===== src/rtl/timer_pkg.sv =====
// Shared constants and types for the millisecond timer.
// Holds the clock-to-millisecond divide computation, the LFSR seed and
// tap mask used by the optional random start delay, and the direction type.
package timer_pkg;

    // 16-bit Fibonacci LFSR: taps 16,14,13,11 (bits 15,13,12,10)
    localparam logic [15:0] LFSR_SEED = 16'hACE1;
    localparam logic [15:0] LFSR_TAPS = 16'hB400;

    // Counting direction as seen by the value counter
    typedef enum logic {
        DIR_DOWN = 1'b0,
        DIR_UP   = 1'b1
    } dir_e;

    // Number of system clocks in one millisecond
    function automatic int unsigned calc_clks_per_ms(input int unsigned clk_freq_hz);
        return clk_freq_hz / 1000;
    endfunction

    // One Fibonacci step: shift left, feed back the XOR of the tapped bits
    function automatic logic [15:0] lfsr_step(input logic [15:0] state);
        return {state[14:0], ^(state & LFSR_TAPS)};
    endfunction

endpackage


===== src/rtl/ms_prescaler.sv =====
// Divide-by-CLKS_PER_MS prescaler producing the registered 1 ms tick.
// 'wrap' is the combinational "tick happens on this edge" strobe so the
// owner can update its count on the same edge the registered tick rises.
// The partial millisecond is held while enable is low.
module ms_prescaler #(
    parameter int CLKS_PER_MS = 50_000
) (
    input  logic clk,
    input  logic rst_n,
    input  logic clear,
    input  logic enable,
    output logic ms_tick,
    output logic wrap
);

    localparam int PW = (CLKS_PER_MS > 1) ? $clog2(CLKS_PER_MS) : 1;
    localparam logic [PW-1:0] LAST = PW'(CLKS_PER_MS - 1);

    logic [PW-1:0] cnt_reg;
    logic [PW-1:0] cnt_next;
    logic          tick_reg;
    logic          tick_next;

    assign wrap    = enable && !clear && (cnt_reg == LAST);
    assign ms_tick = tick_reg;

    // Next-state: clear wins, then count while enabled, otherwise hold
    always_comb begin
        cnt_next  = cnt_reg;
        tick_next = 1'b0;
        if (clear) begin
            cnt_next = '0;
        end else if (enable) begin
            if (cnt_reg == LAST) begin
                cnt_next  = '0;
                tick_next = 1'b1;
            end else begin
                cnt_next = cnt_reg + 1'b1;
            end
        end
    end

    // Prescaler count and tick register
    always_ff @(posedge clk or negedge rst_n) begin
        if (!rst_n) begin
            cnt_reg  <= '0;
            tick_reg <= 1'b0;
        end else begin
            cnt_reg  <= cnt_next;
            tick_reg <= tick_next;
        end
    end

endmodule


===== src/rtl/ms_timer.sv =====
// Millisecond up/down timer driven by the reaction-time control FSM.
// Counts up (saturating at MAX_MS, flagging a sticky overflow) or down
// (holding at zero) on each 1 ms tick from the prescaler.
// Build option TIMER_RANDOM_DELAY_EN: a clear with up=0 loads a
// pseudo-random delay {1'b1, lfsr[W-2:0]} instead of zero.
module ms_timer
    import timer_pkg::*;
#(
    parameter  int MAX_MS      = 2047,
    parameter  int CLK_FREQ_HZ = 50_000_000,
    localparam int W           = $clog2(MAX_MS)
) (
    input  logic         clk,
    input  logic         rst_n,
    input  logic         reset,
    input  logic         up,
    input  logic         enable,
    output logic [W-1:0] timer_value,
    output logic         ms_tick,
    output logic         at_limit,
    output logic         overflow
);

    localparam int unsigned   CLKS_PER_MS = calc_clks_per_ms(CLK_FREQ_HZ);
    localparam logic [W-1:0]  MAX_VAL     = W'(MAX_MS);

    dir_e         dir;
    logic         tick_now;
    logic [W-1:0] load_value;
    logic [W-1:0] value_reg;
    logic [W-1:0] value_next;
    logic         overflow_reg;
    logic         overflow_next;

    assign dir = up ? DIR_UP : DIR_DOWN;

    ms_prescaler #(
        .CLKS_PER_MS (int'(CLKS_PER_MS))
    ) u_prescaler (
        .clk     (clk),
        .rst_n   (rst_n),
        .clear   (reset),
        .enable  (enable),
        .ms_tick (ms_tick),
        .wrap    (tick_now)
    );

`ifdef TIMER_RANDOM_DELAY_EN
    logic [15:0] lfsr_reg;
    logic        lfsr_unused;

    // Free-running LFSR; keeps stepping through clears so loads vary
    always_ff @(posedge clk or negedge rst_n) begin
        if (!rst_n) begin
            lfsr_reg <= LFSR_SEED;
        end else begin
            lfsr_reg <= lfsr_step(lfsr_reg);
        end
    end

    // Forced MSB makes the delay non-zero and at least half full scale
    assign load_value  = (dir == DIR_DOWN) ? {1'b1, lfsr_reg[W-2:0]} : '0;
    assign lfsr_unused = ^lfsr_reg[15:W-1];
`else
    assign load_value = '0;
`endif

    // Value/overflow next-state: clear first, then the tick update
    always_comb begin
        value_next    = value_reg;
        overflow_next = overflow_reg;
        if (reset) begin
            value_next    = load_value;
            overflow_next = 1'b0;
        end else if (tick_now) begin
            if (dir == DIR_UP) begin
                if (value_reg == MAX_VAL) begin
                    overflow_next = 1'b1;
                end else begin
                    value_next = value_reg + 1'b1;
                end
            end else if (value_reg != '0) begin
                value_next = value_reg - 1'b1;
            end
        end
    end

    // Count value and sticky overflow registers
    always_ff @(posedge clk or negedge rst_n) begin
        if (!rst_n) begin
            value_reg    <= '0;
            overflow_reg <= 1'b0;
        end else begin
            value_reg    <= value_next;
            overflow_reg <= overflow_next;
        end
    end

    assign timer_value = value_reg;
    assign overflow    = overflow_reg;
    assign at_limit    = (up && (value_reg == MAX_VAL)) || (!up && (value_reg == '0));

endmodule


===== config.mk =====
export PLATFORM = sky130hd
export DESIGN_NAME = ms_timer
export DESIGN_NICKNAME = d
export VERILOG_FILES = /design/src/rtl/timer_pkg.sv /design/src/rtl/ms_prescaler.sv /design/src/rtl/ms_timer.sv
export SDC_FILE = /design/constraint.sdc
export NUM_CORES = 1
export LEC_CHECK = 0
export ABC_AREA = 1
export CAP_MARGIN = 10
export CORE_ASPECT_RATIO = 1.75
export CORE_MARGIN = 3
export CORE_UTILIZATION = 38
export CTS_BUF_LIST = sky130_fd_sc_hd__clkbuf_4
export DETAILED_ROUTE_END_ITERATION = 10
export SYNTH_ARGS = -nofsm -noshare
export SYNTH_HDL_FRONTEND = slang
export SYNTH_SLANG_ARGS = --single-unit

===== constraint.sdc =====
create_clock -name clk -period 2.3 [get_ports clk]
set_clock_uncertainty 0.2 [all_clocks]
set_input_delay 0.23 -clock clk [delete_from_list [all_inputs] [get_ports clk]]
set_output_delay 0.23 -clock clk [all_outputs]
set_load 0.03 [all_outputs]

# Word-level counts from Yosys, hierarchy flattened
# Index checks and enable logic that the tools add are counted.
# W data, S select, Z words.
totals:
  regBits: 29
  latch_bits: 0
  ramBits: 0
  mem_bits_ro: 0
  inputBits: 5
  output_inout_bits: 14
  word_cells: 42
  memories: 0
classes:
  addsub: 3
  n_mul: 0
  div: 0
  magnitude_cmp: 0
  n_eq_ne: 3
  shifts: 0
  n_mux: 16
  n_bitwise: 0
  n_reduce_logical: 16
op_table:
  columns: ["op", "count"]
  rows:
  - ["$mux W11", 5]
  - ["$mux W16", 3]
  - ["$add A16 B1 Y16 const B", 1]
  - ["$eq A16 B16 Y1 const B", 1]
  - ["$add A11 B1 Y11 const B", 1]
  - ["$eq A11 B11 Y1 const B", 1]
  - ["$logic_not A11 Y1", 1]
  - ["$reduce_bool A11 Y1", 1]
  - ["$sub A11 B1 Y11 const B", 1]
  - ["$mux W1", 8]
  - ["$reduce_bool A2 Y1", 4]
  - ["$reduce_and A3 Y1", 2]
  - ["$logic_and A1 B1 Y1", 4]
  - ["$ne A3 B3 Y1 const B", 1]
  - ["$reduce_bool A3 Y1", 1]
  - ["$logic_not A1 Y1", 2]
  - ["$logic_or A1 B1 Y1", 1]

# Longest topological paths before layout
# Gate-level depths: netlist of the first run.
logic_depth:
  ltp_word: 5
  ltp_mapped: 11

# Hierarchy
# From an unflattened synthesis of the first run, not the netlist that was laid out.
hier_totals:
  cells_unflattened: 335
  area_unflattened_um2: 2293.4
by_module_without_submodules:
  columns: ["mod", "instances", "cells_per_inst", "area_each_um2", "seq_area_each_um2"]
  rows:
  - ["ms_timer", 1, 186, 1212.4, 300.3]
  - ["ms_prescaler", 1, 149, 1081.0, 425.4]

# Least setup slack after synthesis of the first run
# Ideal clock, no wire load.
synth_timing:
  kind: "register to register"
  from: "register value_reg[4] (netlist: timer_value[4])"
  to: "register value_reg[7] (netlist: timer_value[7])"
  setup_ps: 119
  arrival_ps: 1492
  t_required_ps: 1981
  setup_slack_ps: 489
  stages_incl_launch_ff: 8
  path_buffers: 0
  synth_period_minus_slack_ps: 1811
  cell_sequence: "dfrtp_1 ha_1 a21oi_1 nor2_1 nor2_1 nand3b_1 nand3_1 nand2_1"
synth_between:
  elab_chain_len: 5
  elab_cells_between_ends: 12
  cone_classes: "add/sub (2); eq/ne (2); mux (5); reduce/logical (3)"
synth_lines:
  columns: ["element", "line", "text"]
  rows:
  - ["start: declaration", "ms_timer.sv:30", "logic [W-1:0] value_reg;"]
  - ["start signal: assignment", "ms_timer.sv:94", "value_reg <= value_next;"]
  - ["$sub A11 B1 Y11 or $add A11 B1 Y11 (tied branches)", "ms_timer.sv:83, ms_timer.sv:80", null]
  - ["$mux W11, on equally long branches", "ms_timer.sv:82, ms_timer.sv:77", null]
  - ["$mux W11", "ms_timer.sv:76", "if (dir == DIR_UP) begin"]
  - ["$mux W11", "ms_timer.sv:75", "end else if (tick_now) begin"]
  - ["$mux W11", "ms_timer.sv:72", "if (reset) begin"]
# Several ways; a longest one is shown, not always the timed one. The select of a mux whose other input is x is not followed.
# A chain may end at the register's enable or synchronous reset.

# Worst setup path after layout of the first run
layout_timing:
  from: "register value_reg[0] (netlist: timer_value[0])"
  to: "output timer_value[0]"
layout_lines:
  columns: ["element", "line", "text"]
  rows:
  - ["end: declaration", "ms_timer.sv:18", "output logic [W-1:0] timer_value,"]
# No word-level cell between the ends.

==> results.json, run 1 <==
{
  "status": "finished clean",
  "setup_tns_ns": 0,
  "synthFlopType": "dfrtp_1",
  "critPathKind": "flip-flop to output pin",
  "ys_seq_elements": 29,
  "drive_gt1_share_pct": 11.68,
  "synthArstFlopShare_pct": 100.0,
  "power_leakage_nw": 1.258,
  "grt_antenna_before_repair": 0,
  "cts.path.max_buffers": 2,
  "period_needed_ns": 2.046,
  "crit_path_start_kind": "flip-flop",
  "fmax_mhz": 488.7,
  "routabilityCongestion": 0.8653,
  "wl_met3_um": 111,
  "via_count": 2093,
  "worstPathCellList": "clkdlybuf4s50_1",
  "routed_wirelength_um": 5462,
  "netlist_instances": 315,
  "cts_tree": "built",
  "die_w_um": 62.62,
  "synthDistinctLibCells": 25,
  "htree_num_levels": 2,
  "placed_cells": 417,
  "synth-edff-count": 0,
  "die_height_um": 105.1,
  "core-area_um2": 5343,
  "hold_slack_ns": 0.07164,
  "slowest_stage": "clkdlybuf4s50_1",
  "instances_no_fill": 425,
  "hold_viol": 0,
  "critical-path-top-delay-family": "buffers and inverters",
  "cts.reportedPaths.clkPinSlew_ns": 0.11,
  "hold_buffers": 0,
  "vias_per_cell": 4.925,
  "p_total_w": 0.0009255,
  "start_util_pct": 39.91,
  "cts_root_buf": "clkbuf_4",
  "wl_met1_um": 2093,
  "power_density_nw_per_um2": 366.0,
  "hp-class": "input pin to async pin",
  "arrival_ns": 1.62,
  "synth_nets": 331,
  "gr-usage-all-layers_pct": 18.01,
  "synth_area_per_cell_um2": 6.768,
  "ant_nets": 0,
  "fin_util_pct": 47.33,
  "first_pass_iters": 4,
  "drc_errors": 0,
  "grt_pass1_vias": 2080,
  "worst_slew_pin_slew_ns": 0.4915,
  "n_antenna_cell": 0,
  "io_buffers": 18,
  "first_iter_violations": 80,
  "clock_latency_ns": 0.33,
  "syn_area_um2": 2132,
  "top_level_ports": 19,
  "yosysSeqAreaShare_pct": 34.04,
  "cts_sinks": 29,
  "peakVddDrop_uv": 268.6,
  "drv_cap": 0,
  "wl_met2_um": 3110,
  "largest_register_ffs": 16,
  "areaGrowthSynthToFinish_pct": 18.60,
  "die_area_um2": 6581,
  "period_share_pct": 88.97,
  "cts-resized-gates": 0,
  "wl_per_cell_um": 12.85,
  "worstPathMaxFanout": 8,
  "finalMaxSlewViolations": 0,
  "cp_slowest_stage_delay_ns": 0.73,
  "cp_num_buf_inv": 1,
  "cts_setup_buffers": 0,
  "grt_overflow": 0,
  "layout.nets": 366,
  "dp_hpwl_um": 4335,
  "slew_headroom_pct": 67.20,
  "grt_start_max_net_pins": 30,
  "row_count": 35,
  "ys_warn_count": 0,
  "finalSetupViolations": 0,
  "top_layer": "met4",
  "cts_buffers": 5,
  "rsz0062_at_grt": "false",
  "end_kind": "output pin",
  "worstPathRequired_ns": 1.87,
  "grt_pass1_wl_um": 9342
}
[path summary, 6_finish.rpt]
check,from,endpoint,slack [ns],depth (start not counted)
worst max-delay path,timer_value[0],timer_value[0],0.25,1
worst min-delay path,rst_n,u_prescaler.cnt_reg[8],0.07,2
worst min register to register,overflow,overflow,0.32,2
min in group clk,overflow,overflow,0.32,2
max in group asynchronous,rst_n,u_prescaler.cnt_reg[1],1.54,2
worst max register to register,u_prescaler.cnt_reg[0],u_prescaler.cnt_reg[10],0.37,8
[cells in the final DEF (no fill, tap or decap)]
cell             instances
nand4_1                  5
nand2_2                  7
xor2_1                   6
dfrtp_1                 29
fa_1                     1
nand2_1                 99
a21oi_1                  8
clkdlybuf4s50_1         17
xnor2_1                  2
clkinv_2                 2
nand3b_1                 3
or2_2                    2
nand3_1                 36
buf_4                   13
clkbuf_4                 5
and2_0                   1
o21bai_2                 1
nor2_2                   4
inv_2                    1
o22ai_1                  2
nand3_2                  4
clkinvlp_4               1
ha_1                    10
nor2_1                  44
nor3_1                   2
nor2_4                   1
o21ai_0                 13
inv_1                   32
[cells in the mapped netlist (4+ instances only)]
| cell type | instances | area, um2 |
|---|---|---|
| nor2_2 | 4 | 25.02 |
| ha_1 | 10 | 125.1 |
| nand2_1 | 99 | 371.6 |
| dfrtp_1 | 29 | 725.7 |
| nand3_1 | 36 | 180.2 |
| xor2_1 | 6 | 52.55 |
| o21ai_0 | 13 | 65.06 |
| nand3_2 | 4 | 40.04 |
| nor2_1 | 44 | 165.2 |
| nand4_1 | 5 | 31.28 |
| inv_1 | 32 | 120.1 |
| nand2_2 | 7 | 43.79 |
| a21oi_1 | 8 | 40.04 |
[cell type report]
| type | count | area (um2) |
|---|---|---|
| clock inverter | 3 | 17.52 |
| fill | 580 | 2814 |
| multi-input combinational | 251 | 1264 |
| sequential | 29 | 725.7 |
| clock buffer | 5 | 37.54 |
| timing repair buffer | 30 | 267.8 |
| inverter | 33 | 123.9 |
| tap | 74 | 92.59 |
[worst register-to-register path: stages (launching register included)]
cell and delay [ns]:
dfrtp_1 0.41, ha_1 0.22, nand3_1 0.18, nor2_1 0.18, nand2_1 0.08, nand2_2 0.18, inv_1 0.18, nand3_1 0.10
o21ai_0 0.08
[power breakdown]
group	switching, W	internal (W)	leakage, nW
Combinational	0.0000630	0.0000380	0.824
Clock	0.000194	0.000115	0.0310
Sequential	0.00000317	0.000512	0.404
Total	0.000260	0.000666	1.26
[logic make-up after synthesis]
logic type,Yosys count,synth area share [%]
DFF,29,34.04
adders and majority gates,11,6.808
AOI/OAI and AO/OA,24,6.044
and+or+nand+nor,208,43.13
buffers and inverters,35,6.690
xor gates and xnor gates,8,3.287
[routing by layer]
layer | up-vias | global-route usage, %
met5 | - | 0
met4 | 0 | 7.899
met3 | 13 | 2.473
met2 | 30 | 35.06
met1 | 971 | 18.47
li1 | 1079 | -
[per-stage QoR]
| stage | setup slack [ns] | cell area, um2 |
|---|---|---|
| after floorplan | 0.4893 | 2132 |
| after global placement | -0.03223 | 2474 |
| after CTS | 0.2176 | 2529 |
| final | 0.2536 | 2529 |
| after detailed placement | -0.03964 | 2474 |
| after global routing | 0.08475 | 2529 |
Power figures use the tool's default switching activity.
==> run 2, diff against run 1 <==
- SETUP_SLACK_MARGIN: not set -> 0.15
==> run 2 against run 1 <==
Effect of this change: clock-buffer cell count unchanged; fmax decreased by 0.16%; power increased by 0.50%; sequential power about the same; clock power about the same; largest power group unchanged; highest routed layer unchanged.
==> results.json, run 2 (synthesis gave the netlist of run 1 again) <==
{
  "wl_per_cell_um": 12.89,
  "status": "finished clean",
  "grt_overflow": 0,
  "start_util_pct": 39.91,
  "die_area_um2": 6581,
  "top_level_ports": 19,
  "fmax_mhz": 487.9,
  "placed_cells": 417,
  "place_ws_ns": -0.03964,
  "drv_cap": 0,
  "finalMaxSlewViolations": 0,
  "worst_slew_pin_slew_ns": 0.4928,
  "instances_no_fill": 426,
  "grt_pass1_vias": 2080,
  "ant_nets": 0,
  "vias_per_cell": 4.904,
  "hold_viol": 0,
  "peakVddDrop_uv": 272.0,
  "layout_common_cells": "99 x nand2_1, 44 x nor2_1, 36 x nand3_1, 31 x inv_1, 29 x dfrtp_1",
  "io_buffers": 18,
  "period_share_pct": 89.12,
  "routabilityCongestion": 0.8653,
  "worstPathCellList": "clkdlybuf4s50_1",
  "critPathKind": "flip-flop to output pin",
  "crit_path_start_kind": "flip-flop",
  "worstPathMaxFanout": 8,
  "worstPathRequired_ns": 1.87,
  "die_height_um": 105.1,
  "n_antenna_cell": 0,
  "largest_register_ffs": 16,
  "cp_slowest_stage_delay_ns": 0.73,
  "p_total_w": 0.0009301,
  "power_leakage_nw": 1.264,
  "multi_input_comb_area_um2": 1271,
  "row_count": 35,
  "cts.path.max_buffers": 2,
  "critical-path-top-delay-family": "buffers and inverters",
  "rsz0062_at_grt": "false",
  "hold_buffers": 0,
  "via_count": 2089,
  "drc_errors": 0,
  "setup_tns_ns": 0,
  "cts_root_buf": "clkbuf_4",
  "grt_antenna_before_repair": 0,
  "power_density_nw_per_um2": 364.7,
  "htree_num_levels": 2,
  "cts.reportedPaths.clkPinSlew_ns": 0.11,
  "finalSetupViolations": 0,
  "final_common_cell": "nand2_1",
  "end_kind": "output pin",
  "layout.nets": 367,
  "slowest_stage": "clkdlybuf4s50_1",
  "grt_pass1_wl_um": 9342,
  "cts_sinks": 29,
  "fillers": 577,
  "areaGrowthSynthToFinish_pct": 19.60,
  "first_pass_iters": 5,
  "cp_num_buf_inv": 1,
  "core-area_um2": 5343,
  "hp-class": "input pin to async pin",
  "clock_latency_ns": 0.34,
  "grt_start_max_net_pins": 30,
  "register_area_um2": 725.7,
  "cts_buffers": 5,
  "cts_tree": "built",
  "gr-usage-all-layers_pct": 18.01,
  "dp_hpwl_um": 4335,
  "slew_headroom_pct": 67.11,
  "layout_setup_ws_ns": 0.2502,
  "routed_wirelength_um": 5493,
  "first_iter_violations": 65,
  "period_needed_ns": 2.050,
  "drive_gt1_share_pct": 12.78,
  "die_w_um": 62.62,
  "arrival_ns": 1.62
}
-- run 2: timing repair --
item                       4_1_cts  5_1_grt
gates resized for setup          0        5
setup endpoints to repair        0        3
setup buffers                    0        0
-- run 2: power breakdown --
| part | switching, W | total (W) | leakage, nW | internal (W) |
|---|---|---|---|---|
| logic | 0.0000651 | 0.000103 | 0.829 | 0.0000384 |
| registers | 0.00000315 | 0.000516 | 0.404 | 0.000513 |
| clock network | 0.000196 | 0.000311 | 0.0310 | 0.000115 |
| total | 0.000264 | 0.000930 | 1.26 | 0.000666 |
-- run 2: area by class of cell --
cell class                      instances  share of cell area [%]
Timing Repair Buffer                   30                   10.60
Tap cell                               74                   3.631
Sequential cell                        29                   28.46
Inverter                               33                   5.005
Multi-Input combinational cell        251                   49.85
Clock buffer                            5                   1.472
Clock inverter                          3                  0.6869
Timing Repair inverter                  1                  0.2944
-- run 2: worst paths after layout --
path | slack (ns) | depth (start not counted) | end | startpoint
worst max-delay path | 0.25 | 1 | timer_value[0] | timer_value[0]
worst min-delay path | 0.07 | 2 | u_prescaler.cnt_reg[8] | rst_n
worst max register to register | 0.37 | 8 | u_prescaler.cnt_reg[10] | u_prescaler.cnt_reg[0]
worst min register to register | 0.32 | 2 | overflow | overflow
max in group asynchronous | 1.54 | 2 | u_prescaler.cnt_reg[1] | rst_n
min in group clk | 0.32 | 2 | overflow | overflow
-- run 2: metal layers --
metal	vias up	routed length (um)	global-route usage, %
li1	1084	-	-
met1	960	2080	18.47
met2	30	3127	35.06
met3	15	126	2.473
met4	0	158	7.899
met5	-	0	0
-- run 2: through the flow --
stage                     util, %  cell area [um2]  hold slack [ns]
final                       47.73             2550          0.06734
after global routing        47.73             2550          0.09759
after CTS                   47.33             2529          0.06758
after detailed placement    46.30             2474           0.3098
after global placement      46.30             2474           0.2841
after floorplan                 -             2132          -0.2656
==> run 3, diff against run 2 <==
- DONT_BUFFER_PORTS: not set -> 1
- clock period: 2.3 -> 1.7 ns (I/O delays scaled with it)
==> run 3 against run 2 <==
Effect of this change: the run now ends with setup timing left; final area grew 35%; via count rose by 11%; register-to-register slack got worse by 0.47 ns; sequential share of layout area down 6.9 points.
==> results.json, run 3 (synthesis gave the netlist of run 1 again) <==
{
  "status": "finished with violations",
  "violations": "setup timing",
  "grt_pass1_vias": 2465,
  "finalMaxSlewViolations": 0,
  "worstPathRequired_ns": 1.73,
  "net-switching-power_w": 0.0003922,
  "drv_cap": 0,
  "start_util_pct": 39.91,
  "gr-usage-all-layers_pct": 22.08,
  "period_needed_ns": 1.802,
  "end_kind": "flip-flop",
  "largest_register_ffs": 16,
  "htree_num_levels": 2,
  "critical-path-top-delay-family": "simple AND/OR/NAND/NOR gates",
  "peakVddDrop_uv": 412.0,
  "slew_headroom_pct": 62.98,
  "final_common_cell": "nand2_1",
  "cts_sinks": 29,
  "cp_num_buf_inv": 1,
  "p_clk_share_pct": 30.6,
  "core-area_um2": 5343,
  "cts.path.max_buffers": 2,
  "grt_pass1_wl_um": 11390,
  "slowest_stage": "dfrtp_2",
  "grt_start_max_net_pins": 30,
  "top_level_ports": 19,
  "cts_tree": "built",
  "p_seq_share_pct": 52.5,
  "drc_errors": 0,
  "switching_share_pct": 29.43,
  "die_w_um": 62.62,
  "fmax_mhz": 554.8,
  "grt_antenna_before_repair": 0,
  "layout_setup_ws_ns": -0.1025,
  "period_share_pct": 106.0,
  "arrival_ns": 1.83,
  "routabilityCongestion": 0.9146,
  "power_density_nw_per_um2": 386.6,
  "n_antenna_cell": 0,
  "vias_per_cell": 5.054,
  "hold_slack_ns": 0.04176,
  "via_count": 2320,
  "row_count": 35,
  "cts.reportedPaths.clkPinSlew_ns": 0.11,
  "crit_path_start_kind": "flip-flop",
  "dp_hpwl_um": 4791,
  "rsz0062_at_grt": "true",
  "pwr-share-comb_pct": 16.9,
  "cp_slowest_stage_delay_ns": 0.45,
  "io_buffers": 0,
  "routed_wirelength_um": 6853,
  "finalSetupViolations": 8,
  "hp-class": "input pin to flip-flop",
  "fin_util_pct": 64.52,
  "p_int_w": 0.0009404,
  "die_height_um": 105.1,
  "grt_overflow": 0,
  "first_iter_violations": 139,
  "drive_gt1_share_pct": 50.65,
  "layout.nets": 400,
  "die_area_um2": 6581,
  "critPathKind": "flip-flop to flip-flop",
  "power_leakage_nw": 1.589,
  "worstPathCellList": "buf_6, fa_2, nand2_2, nand3_4, nand3_2, nand3b_1, nand3_1, nand2_1",
  "first_pass_iters": 4,
  "layout_common_cells": "77 x nand2_1, 32 x buf_4, 26 x inv_1, 26 x buf_6, 20 x nor2_1",
  "cts_buffers": 5,
  "wl_per_cell_um": 14.93,
  "p_total_w": 0.001333,
  "clock_latency_ns": 0.33,
  "cts_root_buf": "clkbuf_4",
  "worstPathMaxFanout": 4,
  "hold_viol": 0,
  "fillers": 463,
  "ant_nets": 0,
  "areaGrowthSynthToFinish_pct": 61.68,
  "worst_slew_pin_slew_ns": 0.5533
}
[run 3: what timing repair did]
action | in CTS | in global routing
pin swaps | 39 | 45
setup buffers | 20 | 6
hold endpoints to repair | 41 | 8
hold buffers | 4 | 1
endpoints found under the setup margin | 27 | 32
gates cloned | 0 | 0
resized for setup | 95 | 47
[run 3: worst paths after layout]
check	depth (start not counted)	end	slack, ns	startpoint
max	8	timer_value[8]	-0.10	timer_value[0]
min	6	timer_value[10]	0.04	up
max reg2reg	8	timer_value[8]	-0.10	timer_value[0]
min reg2reg	2	u_prescaler.cnt_reg[12]	0.33	u_prescaler.cnt_reg[12]
max in group asynchronous	2	u_prescaler.cnt_reg[5]	1.04	rst_n
min in group asynchronous	2	timer_value[7]	0.07	rst_n
[run 3: metrics by stage]
step	TNS (ns)	cell area (um2)	worst slack, ns	instances
after CTS	-0.3307	3224	-0.07039	452
final	-0.4409	3447	-0.1025	459
after global placement	-0.3479	2643	-0.07289	420
after floorplan	0	2308	0.01445	315
after global routing	-1.489	3447	-0.1780	459
after detailed placement	-0.7854	2643	-0.09639	420
[run 3: power by group through the flow]
stage                     logic (W)  clock network, W  registers [W]
final                      0.000225          0.000408       0.000699
after global routing       0.000245          0.000461       0.000700
after CTS                  0.000204          0.000428       0.000699
after detailed placement   0.000143                 0       0.000710
after global placement     0.000141                 0       0.000710
after floorplan           0.0000935                 0       0.000711
[run 3: routing by layer]
| metal | GRT usage, % | wire length, um | up-vias |
|---|---|---|---|
| met5 | 0 | 0 | - |
| met4 | 10.74 | 340 | 0 |
| met3 | 2.581 | 148 | 28 |
| met2 | 43.47 | 3987 | 52 |
| met1 | 22.05 | 2376 | 1089 |
| li1 | - | - | 1151 |
[run 3: worst reg2reg max path, delay by kind of cell, from the launching register on]
kind	cells	cell delay (ns)
fa+ha+maj	1	0.38
simple gates	6	0.53
flops	1	0.45
buf+inv	1	0.13
[run 3: layout make-up]
class                   instances  area, um2  area share [%]
repair buffers                 64      613.1           17.79
flip-flops and latches         29      744.5           21.60
multi-input cells             251       1812           52.56
inverters                      33      135.1           3.920
clock inverters                 3      12.51          0.3630
clock buffers                   5      37.54           1.089
well taps                      74      92.59           2.686
